==> src/rtl/seg7_display.sv <==
// seg7_display: CPU-written, time-multiplexed 8-digit seven-segment driver.
// Writes are edge-detected on the I/O strobe (one commit per assertion) and
// land in digit, blank-mask and dp-mask registers. A scan counter steps
// through the 8 common-anode digits; anodes and segments are active-low.
//
// Ports:
//   wb_clk_i  system clock, rising edge
//   wb_rst_i  asynchronous active-high reset
//   IOW_N     active-low I/O write strobe
//   CS_N      active-low chip select
//   addr      register select: 0 DIG_LO, 1 DIG_HI, 2 CTRL, 3 ignored
//   wb_dat_i  write data
//   an        digit anodes, active-low, an[i] selects digit i
//   seg       segments, active-low, {dp,g,f,e,d,c,b,a}
module seg7_display #(
  parameter int unsigned SCAN_DIV = 100000
) (
  input  logic        wb_clk_i,
  input  logic        wb_rst_i,
  input  logic        IOW_N,
  input  logic        CS_N,
  input  logic [1:0]  addr,
  input  logic [15:0] wb_dat_i,
  output logic [7:0]  an,
  output logic [7:0]  seg
);

  localparam int unsigned CNT_W   = 20;
  localparam int unsigned IDX_W   = 3;
  localparam int unsigned NDIG    = 8;
  localparam int unsigned NIB_W   = 4;
  localparam logic [CNT_W-1:0] CNT_LAST = CNT_W'(SCAN_DIV - 1);

  logic [CNT_W-1:0]       cnt;
  logic [IDX_W-1:0]       idx;
  logic                   wr_d;
  logic [NDIG*NIB_W-1:0]  digits;
  logic [NDIG-1:0]        blank;
  logic [NDIG-1:0]        dp;

  logic                   wr_c;
  logic                   wr_stb_c;
  logic [NIB_W-1:0]       cur_digit_c;
  logic [6:0]             dec_c;

  assign wr_c        = ~CS_N & ~IOW_N;
  assign wr_stb_c    = wr_c & ~wr_d;
  assign cur_digit_c = digits[{idx, 2'b00} +: NIB_W];

  // Strobe edge detect; wr_d resets high so a strobe held through reset is ignored.
  always_ff @(posedge wb_clk_i or posedge wb_rst_i) begin
    if (wb_rst_i) wr_d <= 1'b1;
    else          wr_d <= wr_c;
  end

  // Register file, written once per strobe assertion.
  always_ff @(posedge wb_clk_i or posedge wb_rst_i) begin
    if (wb_rst_i) begin
      digits <= '0;
      blank  <= 8'hFF;
      dp     <= 8'h00;
    end else if (wr_stb_c) begin
      case (addr)
        2'd0:    digits[15:0]  <= wb_dat_i;
        2'd1:    digits[31:16] <= wb_dat_i;
        2'd2: begin
          blank <= wb_dat_i[7:0];
          dp    <= wb_dat_i[15:8];
        end
        default: ;
      endcase
    end
  end

  // Scan timing: each digit held for SCAN_DIV cycles.
  always_ff @(posedge wb_clk_i or posedge wb_rst_i) begin
    if (wb_rst_i) begin
      cnt <= '0;
      idx <= '0;
    end else if (cnt == CNT_LAST) begin
      cnt <= '0;
      idx <= idx + IDX_W'(1);
    end else begin
      cnt <= cnt + CNT_W'(1);
    end
  end

  // Hex to active-low segment pattern {g,f,e,d,c,b,a}.
  always_comb begin
    dec_c = 7'h7F;
    case (cur_digit_c)
      4'h0: dec_c = 7'h40;
      4'h1: dec_c = 7'h79;
      4'h2: dec_c = 7'h24;
      4'h3: dec_c = 7'h30;
      4'h4: dec_c = 7'h19;
      4'h5: dec_c = 7'h12;
      4'h6: dec_c = 7'h02;
      4'h7: dec_c = 7'h78;
      4'h8: dec_c = 7'h00;
      4'h9: dec_c = 7'h10;
      4'hA: dec_c = 7'h08;
      4'hB: dec_c = 7'h03;
      4'hC: dec_c = 7'h46;
      4'hD: dec_c = 7'h21;
      4'hE: dec_c = 7'h06;
      4'hF: dec_c = 7'h0E;
      default: dec_c = 7'h7F;
    endcase
  end

  // Registered drive of the currently selected digit.
  always_ff @(posedge wb_clk_i or posedge wb_rst_i) begin
    if (wb_rst_i) begin
      an  <= 8'hFF;
      seg <= 8'hFF;
    end else if (blank[idx]) begin
      an  <= 8'hFF;
      seg <= 8'hFF;
    end else begin
      an  <= ~(8'b1 << idx);
      seg <= {~dp[idx], dec_c};
    end
  end

endmodule

==> config.mk <==
export PLATFORM = sky130hd
export DESIGN_NAME = seg7_display
export DESIGN_NICKNAME = d
export VERILOG_FILES = /design/src/rtl/seg7_display.sv
export SDC_FILE = /design/constraint.sdc
export NUM_CORES = 1
export LEC_CHECK = 0
export CORE_ASPECT_RATIO = 0.7
export CORE_MARGIN = 4
export CORE_UTILIZATION = 44
export DETAILED_ROUTE_END_ITERATION = 16
export SLEW_MARGIN = 5
export SYNTH_ARGS = -nofsm -noshare
export SYNTH_HDL_FRONTEND = slang
export SYNTH_SLANG_ARGS = --single-unit
==> constraint.sdc <==
create_clock -name wb_clk_i -period 7.4 [get_ports wb_clk_i]
set_input_delay 1.11 -clock wb_clk_i [delete_from_list [all_inputs] [get_ports wb_clk_i]]
set_output_delay 1.11 -clock wb_clk_i [all_outputs]
set_load 0.03 [all_outputs]
Word-level counts from Yosys, hierarchy flattened:

Memory sizes are Yosys's and may differ from the RTL's.
Cells that the tools add are included.

* flip-flop bits (word level): 88
* ROM bits: 112
* input port bits: 22
* output and inout port bits: 16
* word-level logic and storage cells: 36
* memories: 1

* $add $sub $neg: 2
* order comparisons: 1
* eq/ne operators: 3
* shift operators: 2
* multiplexer cells: 7
* bitwise gates (word level): 7
* reduce and logical (&&, ||, !) cells: 4

Memory list
* (name not given): depth 16, width 7, rd ports 1, clocked after Yosys merged registers in 0, write ports 0, line 91 `case (cur_digit_c)`

Operators by type and width (number)
* variable part select 32 x 6 -> 4 bit: 1
* adder 20 x 1 -> 20 bit (second input constant): 1
* == test 20 x 17 -> 1 bit (second input constant): 1
* 2-to-1 mux 20 bit: 1
* 2-to-1 mux 8 bit: 2
* NOT 8 bit: 1
* << shifter 1 x 3 -> 8 bit (first input constant): 1
* binary-select mux 1 bit (select 3 bit): 2
* AND reduction 2 bit: 3
* less-than comparator 3 x 4 -> 1 bit (second input constant): 1
* NOT 1 bit: 4
* adder 3 x 1 -> 3 bit (second input constant): 1
* bitwise AND 1 bit: 2
* == test 2 x 1 -> 1 bit (second input constant): 1
* == test 2 bit (second input constant): 1
* logical NOT 2 bit: 1
* 2-to-1 mux 1 bit: 2

Longest topological paths before layout:

Gate-level depths: netlist of run 1.

* word-level depth: 4
* mapped depth: 10
* mapped depth without buffers: 8

Worst setup path before layout of run 1:

No wires, ideal clock.

* kind: input-to-reg
* from: input port CS_N
* to: register digits[0]
* setup time: 0.125 ns
* data arrival time: 2.430 ns
* data required time: 7.275 ns
* slack: 4.845 ns
* cell stages on the path: 5
* path buffers: 2
* cells stage by stage: nor4_1 nor2b_1 buf_2 buf_1 mux2_2

* word-level cells in the longest chain between the ends: 4

RTL lines
* from (decl): line 21 `input logic CS_N,`
* NOT 1 bit: line 46 `assign wr_c = ~CS_N & ~IOW_N;`
* bitwise AND 1 bit: line 46
* bitwise AND 1 bit: line 47 `assign wr_stb_c = wr_c & ~wr_d;`
* AND reduction 2 bit (no source line)
* to (signal assigned): line 64 `2'd0: digits[15:0] <= wb_dat_i;`
* to (decl): line 37 `logic [NDIG*NIB_W-1:0] digits;`

No other way between the ends.
A chain may end at the register's enable or synchronous reset.

Final worst setup path of run 1:

* from: input port CS_N
* to: register dp[3]

* word-level cells in the longest chain between the ends: 4

RTL lines
* NOT 1 bit: line 46
* bitwise AND 1 bit: line 46
* net wr_c: line 41 `logic wr_c;`
* bitwise AND 1 bit: line 47
* AND reduction 2 bit (no source line)
* to (signal assigned): line 68 `dp <= wb_dat_i[15:8];`
* to (decl): line 39 `logic [NDIG-1:0] dp;`

The timed path passes the listed nets, and every way through them passes these cells.

==> results by group, run 1 <==
Synth
  – Syn_nets: approximately 340
  – Synthesized area per cell: between 10 and 15 um2
  – Post-synth top area share: ~39%
  – Yosys warnings: 0
  – Post-Syn Area: a little over 4000 um2
  – Leading post-synthesis cells by cell area: dfrtp_1 (39%), dfstp_2 (16%), mux2_2 (15%)
  – Prevailing post-synth register cell: dfrtp_1
  – Most instantiated cells after synthesis: dfrtp_1 (63), mux2_2 (54), dfstp_2 (25)
  – Most frequent cell after synthesis: dfrtp_1
  – Synthesized flop and latch total: 88
  – Share of synthesized flip-flops with an asynchronous set or reset: 100%
  – Yosys cell types: 39
  – Seq/Total Area, Yosys: between 50% and 60%
  – Gate Count Post-Synth: 307
  – Post-synth EDFFs: 0
  – Leading area contributor after synthesis: dfrtp_1

Placement
  – Routability congestion estimate: slightly below 0.8
  – Port bufs: 37
  – HPWL after DPL: 5.26 mm

STA
  – Post-route minimum period: between 2000 and 3000 ps
  – RSZ-0062 raised after global routing: no
  – Final Skew: about 7 ps
  – Max Clk Rate: about 370 MHz
  – Period utilization: between 30% and 40%
  – Setup TNS: 0 ps
  – Worst relative slew slack: between 20 and 30%
  – Worst-margin pin slew: roughly 1100 ps
  – Setup Viol. Count Final: 0
  – Final Hold Vio Count: 0
  – Final slew viol count: 0

Cells and area
  – Antenna fix cells: 0
  – Nets@finish: around 380
  – Layout cells sized above 1: 29.9%
  – Area growth from synthesis to layout: 19.9%

Clock tree
  – CTS tree: built
  – Clock Pin Slew Worst Setup and Hold Paths: approximately 60 ps
  – Post-CTS setup buffer count: 0
  – Depth of the CTS H-tree: 3
  – Clk Latency, worst-skew pair: roughly 340 ps
  – Post-CTS Resized: 0
  – Clock Tree Root: clkbuf_16
  – Hold buffers post-CTS: 0
  – Clock Sinks: between 80 and 90
  – Cts bufs inserted: 9
  – Clock buffer depth: 2

Global routing
  – Total grt overflow: 0
  – Met3 Use GR: under 10%
  – Met2 usage: around 22%
  – First-pass GRT wire length: approximately 13 mm
  – GR Util met1: between 20% and 30%
  – Gr usage total: ~16%
  – Most used routing layer: met1
  – Largest net degree at the start of global routing: between 80 and 90
  – Initial antenna violation count: 0
  – Vias in the first global route: 2429

Pwr
  – Pwr Total: 1.38 mW
  – Pwr per Cell Area: about 280 nW/um2
  – Worst VDD drop: between 0.1 and 0.15 mV
  – Leak: 2.07 nW

Outcome
  – Outcome: complete, no violations

Floorplan
  – Initial Utilization: roughly 45%
  – Die Width: around 120 um
  – Core Area: 9030 um2
  – Height of the chip: between 80 and 90 um
  – Rows: 29
  – Die area: ~11000 um2
  – Top Ports: 38

Flow run
  – Max-cap check violation count: 0

Routing
  – Vias: between 2000 and 2500
  – Detailed Route Iter0 Violations: 90
  – DR WL/cell: 16.1 um
  – Detailed-route DRC error count: 0
  – Routed Wire Length: 7.65 mm
  – DR vias/cell: between 5 and 6
  – Post-route ant nets: 0
  – 1st-pass router iterations: 4

Critical path
  – Kind of critical path: in2reg
  – Required @ worst endpoint: 7620 ps
  – CP Capture Type: register
  – Startpoint Class: input port
  – Crit path max fanout: 16
  – Critical path arrival: 2910 ps

Min path
  – Worst Hold Class: reg2reg
-- metal layers --
layer / up-vias / part of all wire (%)
met1: 1227 / 52
li1: 1165 / -
met5: - / 0
met2: 53 / 43
met3: 5 / 4.7
met4: 0 / 0.93
-- cells by family after synthesis --
logic type / Yosys count / share of synthesized area (%)
adders and majority gates: 13 / 4.00
buffers and inverters: 21 / 2.43
and+or+nand+nor: 77 / 9.21
muxes: 71 / 22.1
DFF: 88 / 55.0
AOI/OAI and AO/OA: 19 / 3.42
xor gates and xnor gates: 18 / 3.88
-- metrics by stage --
step / setup WS (ps) / instance area (um2) / hold WS [ps] / std cells / util (%)
3_3_place_gp: 4370 / 4550 / 477 / 459 / 50.3
6_report: 4710 / 4870 / 496 / 475 / 53.9
5_1_grt: 4550 / 4870 / 505 / 475 / 53.9
3_5_place_dp: 4290 / 4550 / 487 / 459 / 50.3
2_1_floorplan: 4050 / 4060 / 443 / 307 / -
4_1_cts: 4660 / 4870 / 494 / 475 / 53.9
-- layout make-up --
class / count / area, um2
flip-flops and latches: 88 / 2230
fillers: 757 / 4160
well taps: 124 / 155
multi-input cells: 198 / 1730
inverters: 9 / 35.0
clock buffers: 13 / 260
clock inverters: 3 / 65.1
repair buffers: 40 / 393
-- sequential cells by signal, summed over array words and instances (netlist names) --
register,flops
idx,3
blank,8
wr_d,1
an,8
digits,32
cnt,20
seg,8
dp,8
-- critical path: stages --
cell,delay [ps]
clkdlybuf4s50_1,420
nor2_1,160
nand4bb_1,680
mux2_2,540
-- worst paths after layout --
path,cells past startpoint,slack [ps],start,to
min in group asynchronous,3,1450,wb_rst_i,cnt[0]
min,1,500,digits[20],digits[20]
max in group asynchronous,3,5280,wb_rst_i,digits[5]
max reg2reg,8,4910,idx[0],seg[3]
max,4,4710,CS_N,dp[3]
min reg2reg,1,500,digits[20],digits[20]
-- cells in the final DEF (no fill, tap or decap), types with 2 or more instances in the layout --
| cell | netlist | layout |
|---|---|---|
| a21oi_1 | 2 | 2 |
| mux4_2 | 4 | 4 |
| nor2b_1 | 4 | 4 |
| buf_4 | 0 | 3 |
| nand3_1 | 10 | 10 |
| o22ai_1 | 2 | 2 |
| clkdlybuf4s50_1 | 0 | 37 |
| bufinv_16 | 0 | 2 |
| xor2_1 | 11 | 11 |
| ha_1 | 13 | 13 |
| nand2_1 | 20 | 20 |
| nor2_1 | 23 | 23 |
| clkbuf_1 | 5 | 2 |
| inv_1 | 8 | 7 |
| nand4_1 | 5 | 5 |
| or2_2 | 2 | 2 |
| mux4_1 | 4 | 4 |
| a221o_1 | 2 | 2 |
| dfrtp_1 | 63 | 63 |
| clkbuf_8 | 0 | 2 |
| clkbuf_16 | 0 | 9 |
| mux2_2 | 54 | 54 |
| o221ai_1 | 4 | 4 |
| and3_1 | 4 | 4 |
| dfstp_2 | 25 | 25 |
| o21ai_0 | 4 | 4 |
| clkinv_2 | 0 | 2 |
| nor4_1 | 4 | 4 |
| mux2i_1 | 8 | 8 |
| xnor2_1 | 7 | 7 |
-- power breakdown --
group | leakage (nW) | internal (mW) | switching (mW)
clock network | 0.160 | 0.314 | 0.178
registers | 1.05 | 0.582 | 0.0341
logic | 0.854 | 0.137 | 0.133
Power figures use the tool's default switching activity.
==> inputs of run 2 (changes only) <==
==> constraint.sdc (replaced) <==
create_clock -name wb_clk_i -period 2.7 [get_ports wb_clk_i]
set_input_delay 0.405 -clock wb_clk_i [delete_from_list [all_inputs] [get_ports wb_clk_i]]
set_output_delay 0.405 -clock wb_clk_i [all_outputs]
set_load 0.03 [all_outputs]
==> results by group, run 2 (synthesis gave the netlist of run 1 again) <==
STA
  – Post-route minimum period: 2360 ps
  – Setup TNS: 0 ps (unchanged)
  – Worst-margin pin slew: 566 ps (-510 ps)
  – Period utilization: just under 90%
  – Final Hold Vio Count: 0 (unchanged)
  – Max Clk Rate: about 420 MHz
  – Final Skew: 6.58 ps (-0.314 ps)
  – Setup Viol. Count Final: 0 (unchanged)
  – Worst relative slew slack: 62.2% (+34 points)
  – RSZ-0062 raised after global routing: no
  – Final slew viol count: 0 (unchanged)

Routing
  – DR WL/cell: 16.8 um (+4.3%)
  – Routed Wire Length: 8.06 mm (+5.4%)
  – DR vias/cell: 5.20 (+0.82%)
  – 1st-pass router iterations: 4 (unchanged)
  – Detailed Route Iter0 Violations: 141 (+57%)
  – Detailed-route DRC error count: 0 (unchanged)
  – Vias: 2496 (+1.9%)
  – Post-route ant nets: 0 (unchanged)

Cells and area
  – Largest registers: digits (32), cnt (20)
  – Commonest non-fill, non-tap cell in the layout: dfrtp_1
  – Most frequent cells in the layout: dfrtp_1 (62), mux2_2 (54), clkdlybuf4s50_1 (37)
  – Antenna fix cells: 0 (unchanged)
  – Nets@finish: 386 (+1.3%)
  – Largest register FFs: 32 (unchanged)
  – Fin area: 4900 um2 (+0.51%)
  – Layout cells sized above 1: 31.2% (+1.3 points)
  – Biggest register: digits
  – Area growth from synthesis to layout: 20.5%

Pwr
  – Pwr per Cell Area: 754 nW/um2 (+170%)
  – Leak: 2.08 nW (+0.69%)
  – Worst VDD drop: 0.472 mV (+230%)
  – Pwr Total: 3.69 mW (+170%)

Outcome
  – Outcome: complete, no violations

Critical path
  – Startpoint Class: register
  – Required @ worst endpoint: 2950 ps (-4670 ps)
  – Critical path arrival: 2610 ps (-300 ps)
  – Crit path max fanout: 12 (-4)
  – CP Capture Type: register
  – Kind of critical path: reg2reg
  – R2R depth: 6 (-2)

Global routing
  – Initial antenna violation count: 0 (unchanged)
  – Total grt overflow: 0 (unchanged)
  – Gr usage total: 16.5% (+0.78 points)
  – First-pass GRT wire length: 13.3 mm (+3.9%)
  – Vias in the first global route: 2555 (+5.2%)
  – Largest net degree at the start of global routing: 60 (-33%)

Clock tree
  – Post-CTS setup buffer count: 0 (unchanged)
  – Post-CTS Resized: 0 (unchanged)
  – CTS tree: built
  – Cts bufs inserted: 9 (unchanged)
  – Clock Sinks: 88 (unchanged)
  – Clock Pin Slew Worst Setup and Hold Paths: 60 ps (about the same)
  – Hold buffers post-CTS: 0 (unchanged)
  – Depth of the CTS H-tree: 3 (unchanged)
  – Clock buffer depth: 2 (unchanged)
  – Clk Latency, worst-skew pair: 340 ps (about the same)
  – Clock Tree Root: clkbuf_16

Placement
  – Routability congestion estimate: 0.762 (-1.8%)
  – HPWL after DPL: 5.76 mm (+9.4%)
  – Placed Area: 4600 um2 (+1.1%)
  – Port bufs: 37 (unchanged)

Floorplan
  – Core Area: 9030 um2 (unchanged)
  – Die area: 10900 um2 (unchanged)
  – Height of the chip: 88.4 um (unchanged)
  – Top Ports: 38 (unchanged)
  – Die Width: 123 um (unchanged)
  – Initial Utilization: 45.0% (unchanged)
  – Rows: 29 (unchanged)

Min path
  – Worst Hold Class: in2async

Flow run
  – Max-cap check violation count: 0 (unchanged)
==> run 2: path summary, 6_finish.rpt <==
kind,startpoint,endpoint,slack (ps)
worst max-delay path,idx[0],seg[3],340
worst min-delay path,wb_rst_i,cnt[2],410
worst max register to register,idx[0],seg[3],340
worst min register to register,cnt[19],cnt[19],480
max in group asynchronous,wb_rst_i,seg[4],1560
min in group wb_clk_i,cnt[19],cnt[19],480
==> run 2: final cells by class <==
cell class	instances	area, um2
flip-flops and latches	88	2230
clock inverters	5	56.3
multi-input cells	198	1730
well taps	124	155
fillers	767	4140
clock buffers	11	243
repair buffers	45	443
inverters	9	35.0
==> run 2: per-layer routing <==
metal / vias up / part of all wire (%) / global-route usage (%)
met5: - / 0 / 0
met4: 0 / 0.76 / 4.88
met3: 4 / 5.2 / 5.24
met2: 55 / 43 / 23.9
met1: 1251 / 51 / 23.9
li1: 1186 / - / -
==> run 2: critical path, stage by stage, from the launching register on <==
cell and delay, ps:
dfrtp_2 530, buf_4 220, mux2_2 340, o22ai_1 460, nor2_1 170, a2111oi_0 480
a31oi_1 80
==> run 2: power breakdown <==
part / total [mW] / switching (mW) / leakage [nW] / internal (mW)
Sequential: 1.72 / 0.122 / 1.05 / 1.60
Combinational: 0.742 / 0.360 / 0.883 / 0.382
Clock: 1.23 / 0.491 / 0.147 / 0.740
Total: 3.69 / 0.973 / 2.08 / 2.72
==> run 2: per-stage QoR <==
stage               utilization, %  std cells  setup WS (ps)  hold WS (ps)
floorplan                        -        307           57.8           442
CTS                           54.2        480            213           420
finish                        54.2        480            337           408
global placement              50.9        464            270           471
detailed placement            50.9        464            240           474
global route                  54.2        480            172           454
==> inputs of run 3 (changes only) <==
--- a/config.mk
+++ b/config.mk
@@ -7,8 +7,10 @@
 export LEC_CHECK = 0
 export CORE_ASPECT_RATIO = 0.7
 export CORE_MARGIN = 4
-export CORE_UTILIZATION = 44
+export CORE_UTILIZATION = 57
 export DETAILED_ROUTE_END_ITERATION = 16
+export PLACE_DENSITY = 0.79
+export SETUP_SLACK_MARGIN = 0.2
 export SLEW_MARGIN = 5
 export SYNTH_ARGS = -nofsm -noshare
 export SYNTH_HDL_FRONTEND = slang
==> results by group, run 3 (synthesis gave the netlist of run 1 again) <==
Outcome
  – Outcome: complete, no violations

Critical path
  – Startpoint Class: register
  – Critical path arrival: 2550 ps (-60 ps)
  – CP Capture Type: register
  – Kind of critical path: reg2reg
  – Crit path max-delay cell type: mux4_1
  – CP max stage delay: 550 ps (+20 ps)
  – Required @ worst endpoint: 2980 ps (+30 ps)
  – Most used cell, CP: inv_1
  – Crit path max fanout: 9 (-3)
  – Crit-path cells: buf_4 > mux4_1 > mux2_2 > inv_1 > ha_1 > inv_1 > o21ai_0 > a31oi_1

STA
  – RSZ-0062 raised after global routing: no
  – Worst-margin pin slew: 645 ps (+78.8 ps)
  – Max Clk Rate: 440 MHz (+3.9%)
  – Worst relative slew slack: 55.8% (-6.5 points)
  – Setup TNS: 0 ps (unchanged)
  – Post-route minimum period: 2270 ps (-89.0 ps)
  – Final slew viol count: 0 (unchanged)
  – Final Skew: 8.74 ps (+2.16 ps)
  – Setup Viol. Count Final: 0 (unchanged)
  – Period utilization: 84.2% (-3.3 points)
  – Hold slack: 475 ps (+67.2 ps)
  – Final Hold Vio Count: 0 (unchanged)
  – Final Worst Setup Slack: 426 ps (+89.0 ps)

Pwr
  – Leak: 2.04 nW (-2.2%)
  – Pwr Total: 3.45 mW (-6.6%)
  – Pwr per Cell Area: 721 nW/um2 (-4.3%)
  – Worst VDD drop: 0.469 mV (-0.68%)

Routing
  – DR vias/cell: 5.68 (+9.3%)
  – DR WL/cell: 17.3 um (+3.3%)
  – Detailed-route DRC error count: 0 (unchanged)
  – Detailed Route Iter0 Violations: 124 (-12%)
  – Routed Wire Length: 7.80 mm (-3.1%)
  – Vias: 2558 (+2.5%)
  – Post-route ant nets: 0 (unchanged)
  – 1st-pass router iterations: 4 (unchanged)

Flow run
  – Max-cap check violation count: 0 (unchanged)

Cells and area
  – Layout cells sized above 1: 31.2% (unchanged)
  – Final cell count without fillers: 450 (-6.3%)
  – Largest register FFs: 32 (unchanged)
  – Area of the multi-input gates: 1730 um2 (unchanged)
  – Biggest register: digits
  – Area growth from synthesis to layout: 17.7%
  – Most frequent cells in the layout: dfrtp_1 (63), mux2_2 (54), clkdlybuf4s50_1 (37)
  – Commonest non-fill, non-tap cell in the layout: dfrtp_1
  – Antenna fix cells: 0 (unchanged)
  – Fillers: 489 (-36%)
  – Nets@finish: 386 (unchanged)
  – Largest registers: digits (32), cnt (20)
  – Reg area: 2230 um2 (about the same)

Clock tree
  – CTS tree: built
  – Clock Tree Root: clkbuf_8
  – Hold buffers post-CTS: 0 (unchanged)
  – Post-CTS setup buffer count: 0 (unchanged)
  – Cts bufs inserted: 9 (unchanged)
  – Clock buffer depth: 2 (unchanged)
  – Clock Pin Slew Worst Setup and Hold Paths: 80 ps (+20 ps)
  – Clk Latency, worst-skew pair: 360 ps (+20 ps)
  – Post-CTS Resized: 0 (unchanged)
  – Clock Sinks: 88 (unchanged)
  – Depth of the CTS H-tree: 3 (unchanged)

Global routing
  – Gr usage total: 19.8% (+3.3 points)
  – Vias in the first global route: 2510 (-1.8%)
  – Total grt overflow: 0 (unchanged)
  – Initial antenna violation count: 0 (unchanged)
  – First-pass GRT wire length: 12.9 mm (-3.6%)
  – Largest net degree at the start of global routing: 89 (+48%)

Placement
  – Place WS: 482 ps (+242 ps)
  – DP Cell Count: 434 (-6.5%)
  – Port bufs: 37 (unchanged)
  – Routability congestion estimate: 0.941 (+24%)
  – HPWL after DPL: 5.57 mm (-3.3%)

Floorplan
  – Die Width: 109 um (-11%)
  – Core Area: 6850 um2 (-24%)
  – Rows: 25 (-14%)
  – Initial Utilization: 59.3% (+14 points)
  – Die area: 8570 um2 (-21%)
  – Top Ports: 38 (unchanged)
  – Height of the chip: 78.6 um (-11%)

Min path
  – Worst Hold Class: reg2reg
-- run 3: cell count changes in the layout (fill, tap and decap cells not counted), sizes merged --
cell,delta
inv,+1
clkinv,-4
bufinv,+1
clkinvlp,+3
clkbuf,-1
-- run 3: report_power, final --
part,switching [mW],total [mW],internal (mW)
sequential,0.114,1.71,1.59
combinational,0.367,0.746,0.380
clock,0.470,0.996,0.526
-- run 3: critical path: cells and delay by family (launching register included) --
| family | cells | cell delay [ps] |
|---|---|---|
| flip-flops | 1 | 350 |
| adder cells (fa/ha/maj) | 1 | 260 |
| buffers and inverters | 3 | 450 |
| AO/OA/AOI/OAI | 2 | 250 |
| multiplexers | 2 | 890 |
-- run 3: final timing paths --
path	start	end	slack, ps	depth (start not counted)
min in group asynchronous	wb_rst_i	cnt[1]	520	3
hold / removal	cnt[19]	cnt[19]	470	1
hold reg to reg	cnt[19]	cnt[19]	470	1
max in group asynchronous	wb_rst_i	seg[2]	1820	3
setup / recovery	idx[0]	seg[3]	430	8
setup reg to reg	idx[0]	seg[3]	430	8
-- run 3: cell type report --
| class | count | area share (%) |
|---|---|---|
| clock buffers | 10 | 2.67 |
| well taps | 94 | 2.46 |
| flip-flops and latches | 88 | 46.7 |
| inverters | 9 | 0.785 |
| repair buffers | 45 | 9.26 |
| multi-input cells | 198 | 36.2 |
| clock inverters | 6 | 1.94 |
-- run 3: stage by stage --
step	utilization [%]	area (um2)
6_report	69.8	4780
5_1_grt	69.8	4780
4_1_cts	69.8	4780
3_5_place_dp	66.6	4560
3_3_place_gp	66.6	4560
2_1_floorplan	-	4070
-- run 3: routing by layer --
metal | wire length (um) | GRT usage, % | part of all wire (%)
met2 | 3390 | 28.5 | 43
met4 | 131 | 5.55 | 1.7
met3 | 464 | 4.77 | 5.9
met5 | 0 | 0 | 0
met1 | 3820 | 30.0 | 49
